`config.mk`:
```
export PLATFORM = sky130hd
export DESIGN_NAME = player_move_ctrl
export DESIGN_NICKNAME = d
export VERILOG_FILES = /design/src/rtl/player_move_ctrl.sv
export SDC_FILE = /design/constraint.sdc
export NUM_CORES = 1
export LEC_CHECK = 0
export BUFFER_PORTS_ARGS = -buffer_cell sky130_fd_sc_hd__buf_2
export CORE_MARGIN = 3
export CORE_UTILIZATION = 45
export DETAILED_ROUTE_END_ITERATION = 16
export PLACE_DENSITY_LB_ADDON = 0.08
export SLEW_MARGIN = 20
export SYNTH_ARGS = -nofsm -noshare
export SYNTH_HDL_FRONTEND = slang
export SYNTH_SLANG_ARGS = --single-unit
```
`constraint.sdc`:
```
create_clock -name clk_vga -period 5.7 [get_ports clk_vga]
set_input_delay 0.57 -clock clk_vga [delete_from_list [all_inputs] [get_ports clk_vga]]
set_output_delay 0.57 -clock clk_vga [all_outputs]
set_load 0.02 [all_outputs]
```
`src/rtl/player_move_ctrl.sv`:
```
// player_move_ctrl: sequencer for the player sprite position and colour.
// Arbitrates the four direction buttons and paces moves on a divided tick.
// After each one-pixel step it waits for one fully drawn frame, then acts on
// the collision seen in that frame with a bounce-back and a colour toggle.
//
// Ports:
//   clk_vga     in   pixel clock, all logic on the rising edge
//   RESET       in   synchronous active-high reset
//   BUTTON[3:0] in   level requests: [0] right, [1] down, [2] up, [3] left
//   VBlank      in   vertical blank from vga_driver
//   collision   in   per-pixel collision strobe from the colour path
//   playerPosX  out  sprite centre X (10 bits)
//   playerPosY  out  sprite centre Y (9 bits)
//   playerColor out  sprite colour RRRGGGBB
//   move_dir    out  direction of the last granted move (0 R, 1 D, 2 U, 3 L)
//   busy        out  high while the FSM is not in IDLE
//
// Optional feature macro: ROUND_ROBIN_EN. When it is defined, the grant uses
// rotating priority starting at (move_dir+1) mod 4. When it is undefined,
// the grant uses fixed priority 0 > 1 > 2 > 3.
module player_move_ctrl #(
  parameter int unsigned TICK_DIV   = 65536,
  parameter int unsigned X_MIN      = 16,
  parameter int unsigned X_MAX      = 624,
  parameter int unsigned Y_MIN      = 10,
  parameter int unsigned Y_MAX      = 470,
  parameter int unsigned X_START    = 320,
  parameter int unsigned Y_START    = 240,
  parameter int unsigned BOUNCE     = 7,
  parameter int unsigned COLOR_INIT = 8'h6F
) (
  input  logic       clk_vga,
  input  logic       RESET,
  input  logic [3:0] BUTTON,
  input  logic       VBlank,
  input  logic       collision,
  output logic [9:0] playerPosX,
  output logic [8:0] playerPosY,
  output logic [7:0] playerColor,
  output logic [1:0] move_dir,
  output logic       busy
);

  localparam int unsigned XW   = 10;
  localparam int unsigned YW   = 9;
  localparam int unsigned CW   = 8;
  localparam int unsigned CNTW = (TICK_DIV > 1) ? $clog2(TICK_DIV) : 1;

  typedef logic [XW:0] xw_t;
  typedef logic [YW:0] yw_t;

  typedef enum logic [1:0] {
    IDLE   = 2'd0,
    STEP   = 2'd1,
    SETTLE = 2'd2,
    BNC    = 2'd3
  } state_t;

  state_t          state_q, state_d;
  logic [XW-1:0]   pos_x_q, pos_x_d;
  logic [YW-1:0]   pos_y_q, pos_y_d;
  logic [CW-1:0]   color_q, color_d;
  logic [1:0]      move_dir_q, move_dir_d;
  logic            busy_q, busy_d;
  logic [CNTW-1:0] cnt_q, cnt_d;
  logic            vblank_q;
  logic            coll_flag_q, coll_flag_d;
  logic            coll_frame_q, coll_frame_d;
  logic            vb_cnt_q, vb_cnt_d;

  logic            tick;
  logic            vb_rise;
  logic            coll_now;
  logic [3:0]      elig;
  logic            grant_vld;
  logic [1:0]      grant_dir;

  xw_t             x_plus, x_minus;
  yw_t             y_plus, y_minus;
  logic [XW-1:0]   x_bnc_up, x_bnc_dn;
  logic [YW-1:0]   y_bnc_up, y_bnc_dn;

  assign tick    = (cnt_q == CNTW'(TICK_DIV - 1));
  assign vb_rise = VBlank & ~vblank_q;
  // Value coll_frame takes on this edge. The decision at the second VBlank
  // rise must see the frame that just finished, not the previous one.
  assign coll_now = coll_flag_q | collision;

  // Per-direction bound checks.
  assign elig[0] = BUTTON[0] & (pos_x_q < XW'(X_MAX));
  assign elig[1] = BUTTON[1] & (pos_y_q < YW'(Y_MAX));
  assign elig[2] = BUTTON[2] & (pos_y_q > YW'(Y_MIN));
  assign elig[3] = BUTTON[3] & (pos_x_q > XW'(X_MIN));

  // Bounce targets, one bit wider so the clamp can see overflow and borrow.
  assign x_plus   = {1'b0, pos_x_q} + xw_t'(BOUNCE);
  assign x_minus  = {1'b0, pos_x_q} - xw_t'(BOUNCE);
  assign y_plus   = {1'b0, pos_y_q} + yw_t'(BOUNCE);
  assign y_minus  = {1'b0, pos_y_q} - yw_t'(BOUNCE);
  assign x_bnc_up = (x_plus > xw_t'(X_MAX)) ? XW'(X_MAX) : x_plus[XW-1:0];
  assign x_bnc_dn = (x_minus[XW] || (x_minus < xw_t'(X_MIN))) ? XW'(X_MIN)
                                                                : x_minus[XW-1:0];
  assign y_bnc_up = (y_plus > yw_t'(Y_MAX)) ? YW'(Y_MAX) : y_plus[YW-1:0];
  assign y_bnc_dn = (y_minus[YW] || (y_minus < yw_t'(Y_MIN))) ? YW'(Y_MIN)
                                                                : y_minus[YW-1:0];

  // Grant selection among the eligible buttons. The loop runs from the lowest
  // priority to the highest, so the last hit wins.
`ifdef ROUND_ROBIN_EN
  logic [1:0] rr_idx;
  always_comb begin
    grant_vld = 1'b0;
    grant_dir = 2'd0;
    rr_idx    = 2'd0;
    for (int k = 3; k >= 0; k--) begin
      rr_idx = move_dir_q + 2'd1 + 2'(k);
      if (elig[rr_idx]) begin
        grant_vld = 1'b1;
        grant_dir = rr_idx;
      end
    end
  end
`else
  always_comb begin
    grant_vld = 1'b0;
    grant_dir = 2'd0;
    for (int k = 3; k >= 0; k--) begin
      if (elig[2'(k)]) begin
        grant_vld = 1'b1;
        grant_dir = 2'(k);
      end
    end
  end
`endif

  // Next-state, datapath and collision capture.
  always_comb begin
    state_d      = state_q;
    pos_x_d      = pos_x_q;
    pos_y_d      = pos_y_q;
    color_d      = color_q;
    move_dir_d   = move_dir_q;
    vb_cnt_d     = vb_cnt_q;
    coll_flag_d  = coll_flag_q;
    coll_frame_d = coll_frame_q;
    cnt_d        = tick ? '0 : cnt_q + CNTW'(1);

    if (vb_rise) begin
      coll_frame_d = coll_now;
      coll_flag_d  = 1'b0;
    end else if (collision) begin
      coll_flag_d  = 1'b1;
    end

    unique case (state_q)
      IDLE: begin
        if (tick && grant_vld) begin
          move_dir_d = grant_dir;
          state_d    = STEP;
        end
      end
      STEP: begin
        unique case (move_dir_q)
          2'd0: pos_x_d = pos_x_q + XW'(1);
          2'd1: pos_y_d = pos_y_q + YW'(1);
          2'd2: pos_y_d = pos_y_q - YW'(1);
          2'd3: pos_x_d = pos_x_q - XW'(1);
          default: ;
        endcase
        vb_cnt_d = 1'b0;
        state_d  = SETTLE;
      end
      SETTLE: begin
        if (vb_rise) begin
          if (vb_cnt_q) begin
            state_d = coll_now ? BNC : IDLE;
          end else begin
            vb_cnt_d = 1'b1;
          end
        end
      end
      BNC: begin
        unique case (move_dir_q)
          2'd0: pos_x_d = x_bnc_dn;
          2'd1: pos_y_d = y_bnc_dn;
          2'd2: pos_y_d = y_bnc_up;
          2'd3: pos_x_d = x_bnc_up;
          default: ;
        endcase
        color_d      = ~color_q;
        coll_frame_d = 1'b0;
        state_d      = IDLE;
      end
      default: state_d = IDLE;
    endcase

    busy_d = (state_d != IDLE);
  end

  // State and datapath registers.
  always_ff @(posedge clk_vga) begin
    if (RESET) begin
      state_q      <= IDLE;
      pos_x_q      <= XW'(X_START);
      pos_y_q      <= YW'(Y_START);
      color_q      <= CW'(COLOR_INIT);
      move_dir_q   <= 2'd0;
      busy_q       <= 1'b0;
      cnt_q        <= '0;
      vblank_q     <= 1'b0;
      coll_flag_q  <= 1'b0;
      coll_frame_q <= 1'b0;
      vb_cnt_q     <= 1'b0;
    end else begin
      state_q      <= state_d;
      pos_x_q      <= pos_x_d;
      pos_y_q      <= pos_y_d;
      color_q      <= color_d;
      move_dir_q   <= move_dir_d;
      busy_q       <= busy_d;
      cnt_q        <= cnt_d;
      vblank_q     <= VBlank;
      coll_flag_q  <= coll_flag_d;
      coll_frame_q <= coll_frame_d;
      vb_cnt_q     <= vb_cnt_d;
    end
  end

  assign playerPosX  = pos_x_q;
  assign playerPosY  = pos_y_q;
  assign playerColor = color_q;
  assign move_dir    = move_dir_q;
  assign busy        = busy_q;

endmodule
```
==> flow_metrics.tcl, run 1 <==
set metrics [dict create \
    status "completed" \
    path_max_fanout 7 \
    dieArea_mm2 0.00725 \
    cp-start-kind "flip-flop" \
    drt-total-wl_um 6500 \
    grt_use_met3_pct 4.17 \
    synth_top_area_cell "dfxtp_1" \
    synth_common_cells "52 x nor2_1, 50 x dfxtp_1, 35 x nand2_1, 20 x xnor2_1, 19 x a21oi_1" \
    die-width_um 85.1 \
    cts_resized 0 \
    synthFlopType "dfxtp_1" \
    clkLatencyLatePin_ns 0.31 \
    synth_edf_count 0 \
    start_util_pct 47.0 \
    core_area_mm2 0.00599 \
    critPathArrivalTime_ns 2.53 \
    grt_use_total_pct 18.9 \
    synth_most_common_cell "nor2_1" \
    finalHoldWorstSlack_ns 0.473 \
    yosysWarnings 0 \
    vdd_drop_max_uv 129 \
    grt_pass1_vias 2393 \
    clockBufferDepth 2 \
    port_buffers 33 \
    synth.distinct_cells 54 \
    slew_headroom_pct 59.3 \
    postSynthCellCount 357 \
    worst_pin_slew_ns 0.610 \
    finalSetupTns_ns 0 \
    period_share_pct 40.5 \
    cap_violations 0 \
    dp.cells 439 \
    finClkSkew_ns 0.00977 \
    grt_max_degree 30 \
    area_growth_pct 9.46 \
    place_congestion 0.851 \
    clk_pin_slew_ns 0.10 \
    p_per_area_mw_per_mm2 211 \
    postCtsHoldBufs 0 \
    max_freq_ghz 0.433 \
    syn_nets 368 \
    setup_violations 0 \
    required_ns 5.92 \
    ys_seq_area_share_pct 35.5 \
    hpwl_um 4410 \
    rows 28 \
    antenna_found_initial 0 \
    r2r_cells 6 \
    drtAntennaViolNets 0 \
    use_met2_pct 30.2 \
    async_flop_share_pct 0 \
    syn_area_mm2 0.00282 \
    grt_pass1_wl_um 11300 \
    drtIter0Drc 100 \
    num_vias 2577 \
    finalHoldViolCount 0 \
    whs_path_depth 1 \
    reg2reg_slack_ns 3.39 \
    placedInstanceArea_mm2 0.00296 \
    critPathKind "reg2reg" \
    cts_max_level 2 \
    cts_buffers 5 \
    gr-usage-met1_pct 25.8 \
    fin_crit_ns 2.31 \
    num_io_pins 38 \
    regToRegStartpoint "playerPosX[0]" \
    rsz0062_at_grt "no" \
    cts_tree "done" \
    fin_nets 382 \
    drc_errors 0 \
    wl_per_cell_um 14.5 \
    die_h_um 85.1 \
    hold_start "cnt_q[0]" \
    rr_endpoint "playerPosX[4]" \
    avgSynthCellArea_um2 7.89 \
    post_cts_buffers 0 \
    hold_end "cnt_q[0]" \
    synth_top_area_share_pct 35.5 \
    drive_above_1_share_pct 13.7 \
    critPathCaptureType "flip-flop" \
    p_leak_nw 1.12 \
    dr.pass1.iters 4 \
    layout.cells.non_filler 447 \
    slew_violations 0 \
    gr-max-usage-layer "met2" \
    routed_via_density 5.77 \
    grt_remaining_overflow 0 \
    hp-class "reg2reg" \
    final_area_mm2 0.00308 \
    clock-sinks 50 \
    synth_seq_cells 50 \
    diodes 0 \
    root_buffer "clkbuf_8" \
    synthTopCellsByArea "dfxtp_1 36%, nor2_1 6.9%, xnor2_1 6.2%, nand2_1 4.7%, xor2_1 4.4%" \
]
[how the worst max path moves through the flow]
stage | startpoint | to | slack (ns) | cells after the start
floorplan | playerPosX[0] | playerPosX[4] | 3.61 | 6
global placement | playerPosX[0] | playerPosX[4] | 3.42 | 6
detailed placement | playerPosX[0] | playerPosX[4] | 3.38 | 6
CTS | state_q[1] | playerPosX[8] | 3.35 | 5
global route | playerPosX[0] | playerPosX[4] | 3.25 | 6
finish | playerPosX[0] | playerPosX[4] | 3.39 | 6
[registers in the layout, summed over array words and instances, names as in the netlist]
name	flops
vblank_q	1
playerPosX	10
move_dir	1
playerPosY	9
cnt_q	16
vb_cnt_q	1
busy	1
state_q	2
playerColor	8
coll_flag_q	1
[routing by layer]
layer  up-vias  wire (µm)  part of all wire (%)
li1       1301          -                     -
met1      1209       3140                    48
met2        61       2950                    45
met3         6        337                   5.2
met4         0         63                  0.97
met5         -          0                     0
[layout make-up]
cell class                 count  area (µm²)
clock inverter                 2        38.8
fill                         620        2910
clock buffer                   6        82.6
sequential                    50        1000
multi-input combinational    276        1680
inverter                       5        18.8
tap                           75        93.8
timing repair buffer          33         165
[cells in the final DEF (no fill, tap or decap), types with 5 or more instances in the layout]
master     n
nand2_1   35
xnor2_1   20
inv_1      5
nor2_1    52
a21oi_1   19
and3_1     9
o21ai_0   13
nand4_1    9
dfxtp_1   50
xor2_1    14
nor4_1     7
nor3_1    11
clkbuf_8   6
buf_2     33
nand3_1   14
a31oi_1    8
[kinds of logic after synthesis]
| logic type | Yosys count | synth area share, % |
|---|---|---|
| flip-flops | 50 | 35.5 |
| multiplexers | 4 | 1.51 |
| AO/OA/AOI/OAI | 69 | 16.6 |
| adder cells (fa/ha/maj) | 3 | 1.33 |
| AND/OR/NAND/NOR | 165 | 29.6 |
| buffers and inverters | 31 | 4.75 |
| other | 1 | 0.133 |
| XOR/XNOR | 34 | 10.6 |
[critical path: stages (launching register included)]
cell       delay (ns)
dfxtp_1          0.38
ha_1             0.30
a2111oi_2        0.65
and2_1           0.26
nor2_1           0.11
and3_1           0.20
a2111oi_2        0.34
[per-stage QoR]
stage / setup WS, ns / power (mW) / util, %
final: 3.39 / 0.651 / 51.5
after global routing: 3.25 / 0.678 / 51.5
after CTS: 3.35 / 0.661 / 51.5
after detailed placement: 3.38 / 0.387 / 49.4
after global placement: 3.42 / 0.387 / 49.4
after floorplan: 3.61 / 0.382 / -
[report_power, final]
part | leakage, nW | switching, mW | total [mW] | internal [mW]
combinational | 0.653 | 0.0131 | 0.0203 | 0.00719
sequential | 0.404 | 0.00564 | 0.359 | 0.353
clock | 0.0618 | 0.128 | 0.272 | 0.145
Power figures use the tool's default switching activity.
==> run 2: changes to the inputs <==
--- a/config.mk
+++ b/config.mk
@@ -5,6 +5,7 @@
 export SDC_FILE = /design/constraint.sdc
 export NUM_CORES = 1
 export LEC_CHECK = 0
+export ABC_AREA = 1
 export BUFFER_PORTS_ARGS = -buffer_cell sky130_fd_sc_hd__buf_2
 export CORE_MARGIN = 3
 export CORE_UTILIZATION = 45
==> constraint.sdc (replaced) <==
create_clock -name clk_vga -period 2.1 [get_ports clk_vga]
set_input_delay 0.21 -clock clk_vga [delete_from_list [all_inputs] [get_ports clk_vga]]
set_output_delay 0.21 -clock clk_vga [all_outputs]
set_load 0.02 [all_outputs]
==> flow_metrics.tcl, run 2 <==
set metrics [dict create \
    die_h_um 85.5 \
    grt_remaining_overflow 0 \
    cap_violations 0 \
    vdd_drop_max_uv 390 \
    fin_crit_ns 1.73 \
    rows 28 \
    required_ns 2.31 \
    synthFlopType "dfxtp_1" \
    routed_via_density 5.06 \
    drive_above_1_share_pct 20.4 \
    wl_per_cell_um 12.0 \
    syn_area_mm2 0.00284 \
    yosysWarnings 0 \
    syn_nets 410 \
    start_util_pct 47.2 \
    postCtsHoldBufs 0 \
    post_cts_buffers 0 \
    slowest_delay_ns 0.37 \
    grt_pass1_wl_um 10400 \
    hpwl_um 4490 \
    final_cell_mix "80 x nand2_1, 50 x dfxtp_1, 48 x nor2_1" \
    power_mw 1.62 \
    dieArea_mm2 0.00731 \
    place_congestion 0.853 \
    setup_violations 0 \
    p_per_area_mw_per_mm2 515 \
    clock-sinks 50 \
    comb_power_share_pct 4.8 \
    cp_slowest_cell "dfxtp_1" \
    core_area_mm2 0.00603 \
    hold_end "vblank_q" \
    synth_edf_count 0 \
    final_common_cell "nand2_1" \
    area_growth_pct 10.6 \
    crit_start "playerPosX[1]" \
    hp-class "in2reg" \
    finalHoldViolCount 0 \
    p_switching_mw 0.392 \
    slew_violations 0 \
    root_buffer "clkbuf_8" \
    max_freq_ghz 0.578 \
    path_cells "ha_1 > nand2_2 > nand2_2 > o21bai_1 > nand2_2 > nor2_4 > nand3_4 > nand2_2 > nand2_2 > o21ai_2 > nor2_1" \
    synth.distinct_cells 40 \
    seqPwrFrac_pct 60.2 \
    cts_tree "done" \
    num_io_pins 38 \
    synth_top_area_cell "dfxtp_1" \
    dr.pass1.iters 4 \
    regToRegStartpoint "playerPosX[1]" \
    hold_start "VBlank" \
    r2r_cells 11 \
    drtAntennaViolNets 0 \
    synthTopCellsByArea "dfxtp_1 35%, nand2_1 11%, nor2_1 6.3%, o21ai_0 4.8%, a21oi_1 4.4%" \
    cp-start-kind "flip-flop" \
    num_vias 2564 \
    antenna_found_initial 0 \
    critPathArrivalTime_ns 1.94 \
    fin_nets 442 \
    finalSetupTns_ns 0 \
    synth_common_cells "80 x nand2_1, 50 x dfxtp_1, 48 x nor2_1, 32 x inv_1, 27 x o21ai_0" \
    clockBufferDepth 2 \
    drt-total-wl_um 6070 \
    p_leak_nw 1.35 \
    cts_max_level 2 \
    drtIter0Drc 145 \
    critPathCaptureType "flip-flop" \
    grt_use_total_pct 17.5 \
    async_flop_share_pct 0 \
    top_register "cnt_q" \
    grt_pass1_vias 2342 \
    worst_pin_slew_ns 0.587 \
    diodes 0 \
    cts_resized 0 \
    critPathKind "reg2reg" \
    rr_endpoint "playerPosX[0]" \
    synth_seq_cells 50 \
    ys_seq_area_share_pct 35.2 \
    drc_errors 0 \
    rsz0062_at_grt "no" \
    finalHoldWorstSlack_ns 0.114 \
    die-width_um 85.5 \
    avgSynthCellArea_um2 7.12 \
    cts_buffers 5 \
    p_clk_share_pct 35.0 \
    grt_max_degree 20 \
    finClkSkew_ns 0.0125 \
    largest_register_ffs 16 \
    synth_most_common_cell "nand2_1" \
    port_buffers 33 \
    clkLatencyLatePin_ns 0.30 \
    p_int_mw 1.23 \
    period_share_pct 82.4 \
    switching_share_pct 24.2 \
    synth_top_area_share_pct 35.2 \
    whs_path_depth 3 \
    path_max_fanout 5 \
    postSynthCellCount 399 \
    cp_common_cell "nand2_2" \
    status "completed" \
    reg2reg_slack_ns 0.37 \
    clk_pin_slew_ns 0.10 \
    slew_headroom_pct 60.8 \
]
[run 2: stage by stage]
stage	worst slack, ns	cell area, µm²	cells	utilization (%)
after floorplan	0.408	2840	399	-
after global placement	0.400	3050	499	50.7
after detailed placement	0.386	3050	499	50.7
after CTS	0.364	3140	507	52.2
after global routing	0.212	3140	507	52.2
final	0.369	3140	507	52.2
[run 2: how the worst max path moves through the flow]
stage	slack, ns	depth (start not counted)	end
2_1_floorplan	0.41	12	playerPosX[2]
3_3_place_gp	0.40	11	playerPosX[2]
3_5_place_dp	0.39	11	playerPosX[0]
4_1_cts	0.36	11	playerPosX[0]
5_1_grt	0.21	11	playerPosX[0]
6_report	0.37	11	playerPosX[0]
[run 2: power groups by stage]
stage | clock [mW] | combinational (mW) | sequential (mW)
3_3_place_gp | 0 | 0.0781 | 0.995
6_report | 0.566 | 0.0785 | 0.974
4_1_cts | 0.598 | 0.0793 | 0.974
2_1_floorplan | 0 | 0.0671 | 0.993
3_5_place_dp | 0 | 0.0789 | 0.996
5_1_grt | 0.633 | 0.0900 | 0.977
[run 2: logic make-up after synthesis]
kind of cell,after synthesis,share of synthesized area [%]
AO/OA/AOI/OAI,76,14.9
XOR/XNOR,17,5.24
adder cells (fa/ha/maj),3,1.32
buffers and inverters,57,9.20
flip-flops,50,35.2
other,1,0.132
AND/OR/NAND/NOR,195,34.0
[run 2: layout make-up]
cell class,instances,area (µm²)
fill,627,2880
multi-input combinational,292,1580
sequential,50,1000
timing repair buffer,37,195
inverter,45,183
tap,75,93.8
clock buffer,5,68.8
clock inverter,3,22.5
[run 2: worst max-delay path, delay by kind of cell (launching register included)]
| family | cells | cell delay (ns) |
|---|---|---|
| fa+ha+maj | 1 | 0.24 |
| simple gates | 8 | 0.69 |
| flops | 1 | 0.37 |
| compound gates | 2 | 0.33 |
[run 2: per-layer routing]
| layer | vias to the layer above | wire [µm] | global-route usage (%) |
|---|---|---|---|
| li1 | 1364 | - | - |
| met3 | 4 | 475 | 4.76 |
| met2 | 88 | 2600 | 26.8 |
| met1 | 1108 | 2940 | 24.3 |
| met5 | - | 0 | 0 |
| met4 | 0 | 46 | 5.18 |
